==> src/rtl/fetch_unit.sv <==
// Instruction fetch sequencer: owns the PC, issues one instruction-memory read
// at a time, and hands each returned word with its PC to decode.
module fetch_unit #(
  parameter logic [31:0] RESET_PC = 32'h0000_0000
) (
  input  logic        clk,
  input  logic        rst,
  output logic        imem_req_valid,
  input  logic        imem_req_ready,
  output logic [31:0] imem_req_addr,
  input  logic        imem_resp_valid,
  input  logic [31:0] imem_resp_data,
  output logic        inst_valid,
  input  logic        inst_ready,
  output logic [31:0] inst_data,
  output logic [31:0] inst_pc,
  input  logic        redirect_valid,
  input  logic [31:0] redirect_pc
);

  localparam int unsigned SW = 3;

  localparam logic [SW-1:0] IDLE  = 3'd0;
  localparam logic [SW-1:0] REQ   = 3'd1;
  localparam logic [SW-1:0] WAIT  = 3'd2;
  localparam logic [SW-1:0] HOLD  = 3'd3;
  localparam logic [SW-1:0] DRAIN = 3'd4;

  logic [SW-1:0] state, state_n;
  logic [31:0]   pc, pc_n;
  logic [31:0]   inst_data_n, inst_pc_n;
  logic          inst_valid_n;
  logic          req_valid_n;
  logic [31:0]   redirect_target;
  logic          redirect_lsb_unused;

  // Redirect targets are word aligned; the low two bits are dropped.
  assign redirect_target     = {redirect_pc[31:2], 2'b00};
  assign redirect_lsb_unused = |redirect_pc[1:0];

  // The request address is the PC register itself, so it has no input path.
  assign imem_req_addr = pc;

  // Next-state, next-PC and next-output logic; redirect overrides all events.
  always_comb begin
    state_n      = state;
    pc_n         = pc;
    inst_valid_n = inst_valid;
    inst_data_n  = inst_data;
    inst_pc_n    = inst_pc;

    case (state)
      IDLE:  state_n = REQ;
      REQ:   if (imem_req_ready) state_n = WAIT;
      WAIT: begin
        if (imem_resp_valid) begin
          inst_data_n  = imem_resp_data;
          inst_pc_n    = pc;
          inst_valid_n = 1'b1;
          pc_n         = pc + 32'd4;
          state_n      = HOLD;
        end
      end
      HOLD: begin
        if (inst_ready) begin
          inst_valid_n = 1'b0;
          state_n      = REQ;
        end
      end
      DRAIN: if (imem_resp_valid) state_n = REQ;
      default: state_n = IDLE;
    endcase

    if (redirect_valid) begin
      pc_n         = redirect_target;
      inst_valid_n = 1'b0;
      inst_data_n  = inst_data;
      inst_pc_n    = inst_pc;
      case (state)
        IDLE:    state_n = IDLE;
        REQ:     state_n = imem_req_ready  ? DRAIN : REQ;
        WAIT:    state_n = imem_resp_valid ? REQ   : DRAIN;
        HOLD:    state_n = REQ;
        DRAIN:   state_n = imem_resp_valid ? REQ   : DRAIN;
        default: state_n = IDLE;
      endcase
    end

    req_valid_n = (state_n == REQ);
  end

  // State, PC and registered outputs.
  always_ff @(posedge clk or posedge rst) begin
    if (rst) begin
      state          <= IDLE;
      pc             <= RESET_PC;
      imem_req_valid <= 1'b0;
      inst_valid     <= 1'b0;
      inst_data      <= 32'h0;
      inst_pc        <= 32'h0;
    end else begin
      state          <= state_n;
      pc             <= pc_n;
      imem_req_valid <= req_valid_n;
      inst_valid     <= inst_valid_n;
      inst_data      <= inst_data_n;
      inst_pc        <= inst_pc_n;
    end
  end

endmodule

==> config.mk <==
export PLATFORM = sky130hd
export DESIGN_NAME = fetch_unit
export DESIGN_NICKNAME = d
export VERILOG_FILES = /design/src/rtl/fetch_unit.sv
export SDC_FILE = /design/constraint.sdc
export NUM_CORES = 1
export LEC_CHECK = 0
export CAP_MARGIN = 40
export CORE_ASPECT_RATIO = 0.9
export CORE_UTILIZATION = 40
export DETAILED_ROUTE_END_ITERATION = 6
export GPL_ROUTABILITY_DRIVEN = 0
export PLACE_DENSITY = 0.81
export SYNTH_ARGS = -nofsm -noshare
export SYNTH_HDL_FRONTEND = slang
export SYNTH_SLANG_ARGS = --single-unit
==> constraint.sdc <==
create_clock -name clk -period 3.2 [get_ports clk]
set_clock_uncertainty 0.05 [all_clocks]
set_input_delay 0.8 -clock clk [delete_from_list [all_inputs] [get_ports clk]]
set_output_delay 0.8 -clock clk [all_outputs]
set_load 0.03 [all_outputs]
==> flow_summary.rst, run 1 <==
.. list-table::
   :header-rows: 1

   * - Metric
     - Value
   * - Number of synthesized register bits
     - between 90 and 100
   * - Leading cell type in the layout, fill and taps excluded
     - sky130_fd_sc_hd__clkdlybuf4s50_1
   * - Number of pins exceeding their max-slew limit in the final report
     - 0
   * - Worst rel slew slack
     - 0.6130
   * - Initial cell density of the core
     - 0.4119
   * - Level count of the clock H-tree
     - 3
   * - Mapped Cells
     - 382
   * - Run status
     - complete, no violations
   * - Maximum clock path buffer count
     - 2
   * - CTS tree
     - built
   * - Chip Height
     - ~100 um
   * - Share of flip-flops with an asynchronous set or reset after synthesis
     - 1.000
   * - Clock Root Buffer
     - sky130_fd_sc_hd__clkbuf_16
   * - Top achievable clock speed
     - ~0.37 GHz
   * - Number of top-level pins
     - around 170
   * - Maximum fanout encountered on the critical timing path
     - 12
   * - Count of unique library cells instantiated by Yosys
     - 50
   * - Synthesized cell area
     - around 4500 um2
   * - Crit. End Element
     - flop
   * - Proportion of synthesized chip area in sequential cells
     - 0.5428
   * - Count of TritonRoute iterations in the first routing pass
     - 4
   * - Vias in the first global route
     - 3449
   * - Routed via count
     - roughly 3600
   * - Shortest period the worst path allows
     - between 2 and 3 ns
   * - Grt met2 use
     - 0.3129
   * - Number of hold buffers added after cts
     - 0
   * - Count of synthesis-stage warnings from yosys
     - 0
   * - Met1 Use GR
     - 0.2492
   * - Setup violations, final
     - 0
   * - Commonest cells after routing, fill and taps aside
     - sky130_fd_sc_hd__clkdlybuf4s50_1, sky130_fd_sc_hd__dfrtp_1, sky130_fd_sc_hd__mux2_2
   * - Post-placement setup slack
     - between 0.15 and 0.2 ns
   * - Maximum number of pins on one net before global-route repair
     - approximately 100
   * - Width of the die
     - about 110 um
   * - NumNets Final
     - just over 600
   * - Met3 capacity usage during global routing
     - 0.05931
   * - Clock slew at reported path FFs
     - roughly 0.06 ns
   * - Total congestion overflow
     - 0
   * - Number of synthesized flops with an enable pin
     - 0
   * - Routed length per instance
     - between 15 and 20 um
   * - Area grow syn2layout
     - 45.50%
   * - Global route hottest layer
     - met2
   * - Setup TNS
     - 0 ns
   * - Detailed Route WL
     - roughly 11000 um
   * - Count of maximum capacitance violations
     - 0
   * - Post-route antenna net violation count
     - 0
   * - Mean cell area of the mapped netlist
     - ~12 um2
   * - PwrDens
     - about 800 nW/um2
   * - Total GRT Usage
     - 0.1934
   * - Number of antenna violations at the first check in global routing
     - 0
   * - Clk Latency, worst-skew pair
     - around 0.34 ns
   * - Post-CTS Repair Setup Buffers
     - 0
   * - Total number of placement rows
     - 36
   * - Wire length of the first global-routing pass
     - 17310 um
   * - Remaining DRCs
     - 0
   * - Average via count per standard cell
     - between 5 and 6
   * - Share of the clock period used by the worst path
     - 0.8431
   * - Worst IR Drop VDD
     - between 0.6 and 0.7 mV
   * - Leakage power summed over all cells
     - 2.623 nW
   * - Setup repair after global routing missed its margin
     - no
   * - Estimated wirelength of the detail-placed design
     - about 7900 um
   * - Clock buffer count from CTS
     - 9
   * - Post-CTS resize count
     - 0
   * - Die footprint
     - 11610 um2
   * - Violation count after the first detailed-route iteration
     - just under 200
   * - Least setup slack across all paths after layout
     - between 0.5 and 0.6 ns
   * - Antenna cell count
     - 0
   * - Startpoint class of the critical path
     - input pin
   * - Crit path required time
     - ~3.4 ns
   * - Actual slew at the worst max-slew pin
     - around 0.58 ns
   * - Hold violation count in the final report
     - 0
   * - Type of the worst setup path
     - input pin to flop
   * - Core Area
     - roughly 11000 um2
   * - Clock sink count
     - 97
   * - Most used DFF post-synth
     - sky130_fd_sc_hd__dfrtp_1
   * - Layout cells sized above 1
     - 0.1728
   * - IO buf count
     - roughly 160
   * - Hold WC Path Type
     - flop to flop
   * - Worst EP arrival
     - between 2 and 3 ns
## final timing paths
kind / from / end / slack, ns / cells after the start
min in group asynchronous: rst / inst_data[16]$_DFFE_PP0P_ / 0.90 / 3
min: inst_data[14]$_DFFE_PP0P_ / inst_data[14]$_DFFE_PP0P_ / 0.45 / 1
max: imem_resp_valid / imem_req_addr[23]$_DFFE_PP0P_ / 0.50 / 5
min reg2reg: inst_data[14]$_DFFE_PP0P_ / inst_data[14]$_DFFE_PP0P_ / 0.45 / 1
max in group asynchronous: rst / imem_req_addr[18]$_DFFE_PP0P_ / 1.81 / 3
max reg2reg: state[0]$_DFF_PP0_ / imem_req_addr[23]$_DFFE_PP0P_ / 0.99 / 4
## metal layers
metal | wire, um | share of wire | vias up
li1 | - | - | 1729
met1 | 4698 | 0.43 | 1758
met2 | 5331 | 0.49 | 119
met3 | 688 | 0.063 | 14
met4 | 129 | 0.012 | 0
met5 | 0 | 0 | -
## where the power goes
| group | total, mW | switching (mW) | internal (mW) | leakage (nW) |
|---|---|---|---|---|
| registers | 1.94 | 0.277 | 1.66 | 1.20 |
| logic | 2.44 | 1.29 | 1.15 | 1.29 |
| clock network | 0.977 | 0.416 | 0.562 | 0.129 |
## worst max-delay path, cell delays in order
cell and delay (ns):
sky130_fd_sc_hd__clkdlybuf4s50_1 0.57, sky130_fd_sc_hd__and4bb_1 0.30, sky130_fd_sc_hd__nand3_1 0.38, sky130_fd_sc_hd__or4_1 0.64, sky130_fd_sc_hd__a31oi_1 0.21
## flip-flops by register name (all words and copies together), names as in the netlist
signal	flops
inst_valid	1
imem_req_addr	30
imem_req_valid	1
inst_pc	30
inst_data	32
state	3
## cell families (layout without fill, tap and decap cells)
logic type,count (synthesis),in the layout,share of synthesized area
other cells,1,4,0.0008386
mux,63,63,0.1584
fa+ha+maj,1,1,0.002798
xor+xnor,9,9,0.01763
buf+inv,30,189,0.03609
simple gates,125,125,0.1581
compound gates,56,56,0.08338
flops,97,97,0.5428
## synth_stat cells, types with 5 or more instances
cell type | number | share of area
sky130_fd_sc_hd__a31oi_1 | 13 | 0.018
sky130_fd_sc_hd__buf_4 | 11 | 0.018
sky130_fd_sc_hd__clkbuf_1 | 12 | 0.010
sky130_fd_sc_hd__dfrtp_1 | 97 | 0.54
sky130_fd_sc_hd__inv_1 | 6 | 0.0050
sky130_fd_sc_hd__mux2_2 | 62 | 0.16
sky130_fd_sc_hd__nand2_1 | 32 | 0.027
sky130_fd_sc_hd__nand3_1 | 15 | 0.017
sky130_fd_sc_hd__nand4_1 | 7 | 0.0098
sky130_fd_sc_hd__nor2_1 | 18 | 0.015
sky130_fd_sc_hd__nor4_1 | 5 | 0.0070
sky130_fd_sc_hd__o21ai_0 | 18 | 0.020
sky130_fd_sc_hd__o31ai_1 | 9 | 0.015
sky130_fd_sc_hd__or4_1 | 12 | 0.020
sky130_fd_sc_hd__xor2_1 | 5 | 0.0098
## per-stage QoR
step / std cells / hold WS [ns] / util / total power, mW / instance area (um2)
after detailed placement: 682 / 0.4445 / 0.5750 / 4.420 / 6242
after floorplan: 385 / 0.4719 / - / 3.323 / 4487
after global routing: 696 / 0.4648 / 0.5994 / 5.618 / 6506
after global placement: 682 / 0.4388 / 0.5750 / 4.351 / 6242
final: 696 / 0.4523 / 0.5994 / 5.356 / 6506
after CTS: 696 / 0.4575 / 0.5994 / 5.422 / 6506
## cell type report
class / count / area, um2
clock buffers: 14 / 264.0
fillers: 903 / 4349
inverters: 6 / 26.28
multi-input cells: 258 / 1902
flip-flops and latches: 97 / 2427
well taps: 152 / 190.2
repair buffers: 169 / 1697
Note: power is estimated with default switching activity, not from simulation.
==> run 2: changes to the inputs <==
- PLACE_DENSITY: 0.81 -> 0.79
- clock period: 3.2 -> 2.5 ns (I/O delays scaled with it)
==> run 2 against run 1 <==
Against the previous run:
- first-iteration DRC count decreased by 2.6%
- largest cell class unchanged
- highest routed layer unchanged
- register-to-register slack got worse by 0.56 ns
- sequential power increased by 28%
- total power increased by 32%
- global-route usage increased by 1.2 points
==> flow_summary.rst, run 2 (same netlist as run 1, synthesis figures left out) <==
.. list-table::
   :header-rows: 1

   * - Metric
     - Value
   * - Hold WC Path Type
     - flop to flop
   * - Least setup slack across all paths after layout
     - approximately 0.24 ns
   * - Routed length on met3
     - 694 um
   * - Setup repair after global routing missed its margin
     - no
   * - Shortest period the worst path allows
     - around 2.3 ns
   * - Initial cell density of the core
     - 0.4119
   * - Met2 wirelength from detailed routing
     - approximately 5700 um
   * - Worst EP arrival
     - around 2.5 ns
   * - Maximum number of pins on one net before global-route repair
     - 98
   * - Startpoint class of the critical path
     - input pin
   * - Chip Height
     - about 100 um
   * - Routed via count
     - between 3000 and 4000
   * - Maximum fanout encountered on the critical timing path
     - 6
   * - Remaining DRCs
     - 0
   * - Total congestion overflow
     - 0
   * - Core Area
     - about 11000 um2
   * - Number of hold buffers added after cts
     - 0
   * - Commonest cells after routing, fill and taps aside
     - sky130_fd_sc_hd__clkdlybuf4s50_1, sky130_fd_sc_hd__dfrtp_1, sky130_fd_sc_hd__mux2_2
   * - Number of antenna violations at the first check in global routing
     - 0
   * - Level count of the clock H-tree
     - 3
   * - Width of the die
     - 113.5 um
   * - Top achievable clock speed
     - ~0.44 GHz
   * - Hold violation count in the final report
     - 0
   * - Antenna cell count
     - 0
   * - CTS tree
     - built
   * - Clock buffer count from CTS
     - 9
   * - Largest reg by FF count
     - inst_data
   * - Top Metal Used
     - met4
   * - Clock sink count
     - 97
   * - Layout cells sized above 1
     - 0.1830
   * - Total placed instance area
     - between 6000 and 7000 um2
   * - Worst rel slew slack
     - 0.6333
   * - PwrDens
     - roughly 1100 nW/um2
   * - Post-route antenna net violation count
     - 0
   * - Crit. End Element
     - flop
   * - Type of the worst setup path
     - input pin to flop
   * - Wire length of the first global-routing pass
     - about 18000 um
   * - Actual slew at the worst max-slew pin
     - about 0.55 ns
   * - Post-CTS resize count
     - 0
   * - Post-placement setup slack
     - -0.1104 ns
   * - Run status
     - complete, no violations
   * - Share of the clock period used by the worst path
     - 0.9051
   * - Final core utilization
     - 0.6108
   * - Maximum clock path buffer count
     - 2
   * - Violation count after the first detailed-route iteration
     - 189
   * - Detailed Route WL
     - between 10000 and 15000 um
   * - Number of pins exceeding their max-slew limit in the final report
     - 0
   * - Die footprint
     - between 10000 and 15000 um2
   * - Fin area
     - about 6600 um2
   * - Clk Latency, worst-skew pair
     - around 0.34 ns
   * - Leakage power summed over all cells
     - 2.680 nW
   * - Average via count per standard cell
     - roughly 5.2
   * - Area grow syn2layout
     - 48.27%
   * - Vias in the first global route
     - around 3700
   * - Count of TritonRoute iterations in the first routing pass
     - 4
   * - Clock Root Buffer
     - sky130_fd_sc_hd__clkbuf_16
   * - Count of maximum capacitance violations
     - 0
   * - Leading cell type in the layout, fill and taps excluded
     - sky130_fd_sc_hd__clkdlybuf4s50_1
   * - NumNets Final
     - between 600 and 700
   * - Worst IR Drop VDD
     - about 0.65 mV
   * - Largest register FFs
     - 32
   * - Reg2reg setup slack
     - approximately 0.43 ns
   * - Crit path required time
     - roughly 2.7 ns
   * - Total number of placement rows
     - 36
   * - Routed length per instance
     - approximately 16 um
   * - Setup violations, final
     - 0
   * - Sum of routed wire segments on met1
     - between 4000 and 5000 um
   * - Number of top-level pins
     - 168
   * - Estimated wirelength of the detail-placed design
     - 8147 um
   * - IO buf count
     - 161
   * - Post-CTS Repair Setup Buffers
     - 0
   * - Total GRT Usage
     - 0.2054
   * - Clock slew at reported path FFs
     - approximately 0.06 ns
[run 2: per-stage QoR]
step | cells | power, mW | TNS (ns) | hold WS (ns)
2_1_floorplan | 385 | 4.254 | 0 | 0.4719
3_3_place_gp | 688 | 5.583 | -0.3248 | 0.4377
3_5_place_dp | 688 | 5.673 | -0.9060 | 0.4450
4_1_cts | 704 | 7.138 | 0 | 0.4584
5_1_grt | 704 | 7.406 | 0 | 0.4626
6_report | 704 | 7.050 | 0 | 0.4542
[run 2: final timing paths]
check | startpoint | depth (start not counted) | to
min in group asynchronous | rst | 3 | inst_data[14]$_DFFE_PP0P_
max in group asynchronous | rst | 3 | imem_req_valid$_DFF_PP0_
min | inst_data[7]$_DFFE_PP0P_ | 1 | inst_data[7]$_DFFE_PP0P_
max reg2reg | imem_req_addr[8]$_DFFE_PP0P_ | 4 | imem_req_addr[28]$_DFFE_PP0P_
min reg2reg | inst_data[7]$_DFFE_PP0P_ | 1 | inst_data[7]$_DFFE_PP0P_
max | imem_resp_valid | 7 | imem_req_addr[25]$_DFFE_PP0P_
[run 2: area by class of cell]
cell class	instances	area (um2)
inverter	6	26.28
timing repair buffer	175	1779
clock buffer	13	240.2
fill	892	4225
sequential	97	2427
tap	152	190.2
multi-input combinational	258	1902
clock inverter	3	65.06
[run 2: critical path, stage by stage]
cell and delay, ns:
sky130_fd_sc_hd__clkdlybuf4s50_1 0.56, sky130_fd_sc_hd__nand4bb_1 0.30, sky130_fd_sc_hd__buf_4 0.25, sky130_fd_sc_hd__nor3_2 0.24, sky130_fd_sc_hd__buf_4 0.19, sky130_fd_sc_hd__nand4b_1 0.10
sky130_fd_sc_hd__a31oi_1 0.21
[run 2: layer usage]
metal | up-vias | GRT usage
li1 | 1740 | -
met1 | 1795 | 0.2482
met2 | 109 | 0.3516
met3 | 14 | 0.06643
met4 | 0 | 0.06478
met5 | - | 0
[run 2: power by group]
| part | total [mW] | switching [mW] | internal [mW] |
|---|---|---|---|
| clock network | 1.44 | 0.560 | 0.876 |
| logic | 3.13 | 1.65 | 1.48 |
| registers | 2.48 | 0.358 | 2.13 |
| total | 7.05 | 2.57 | 4.48 |
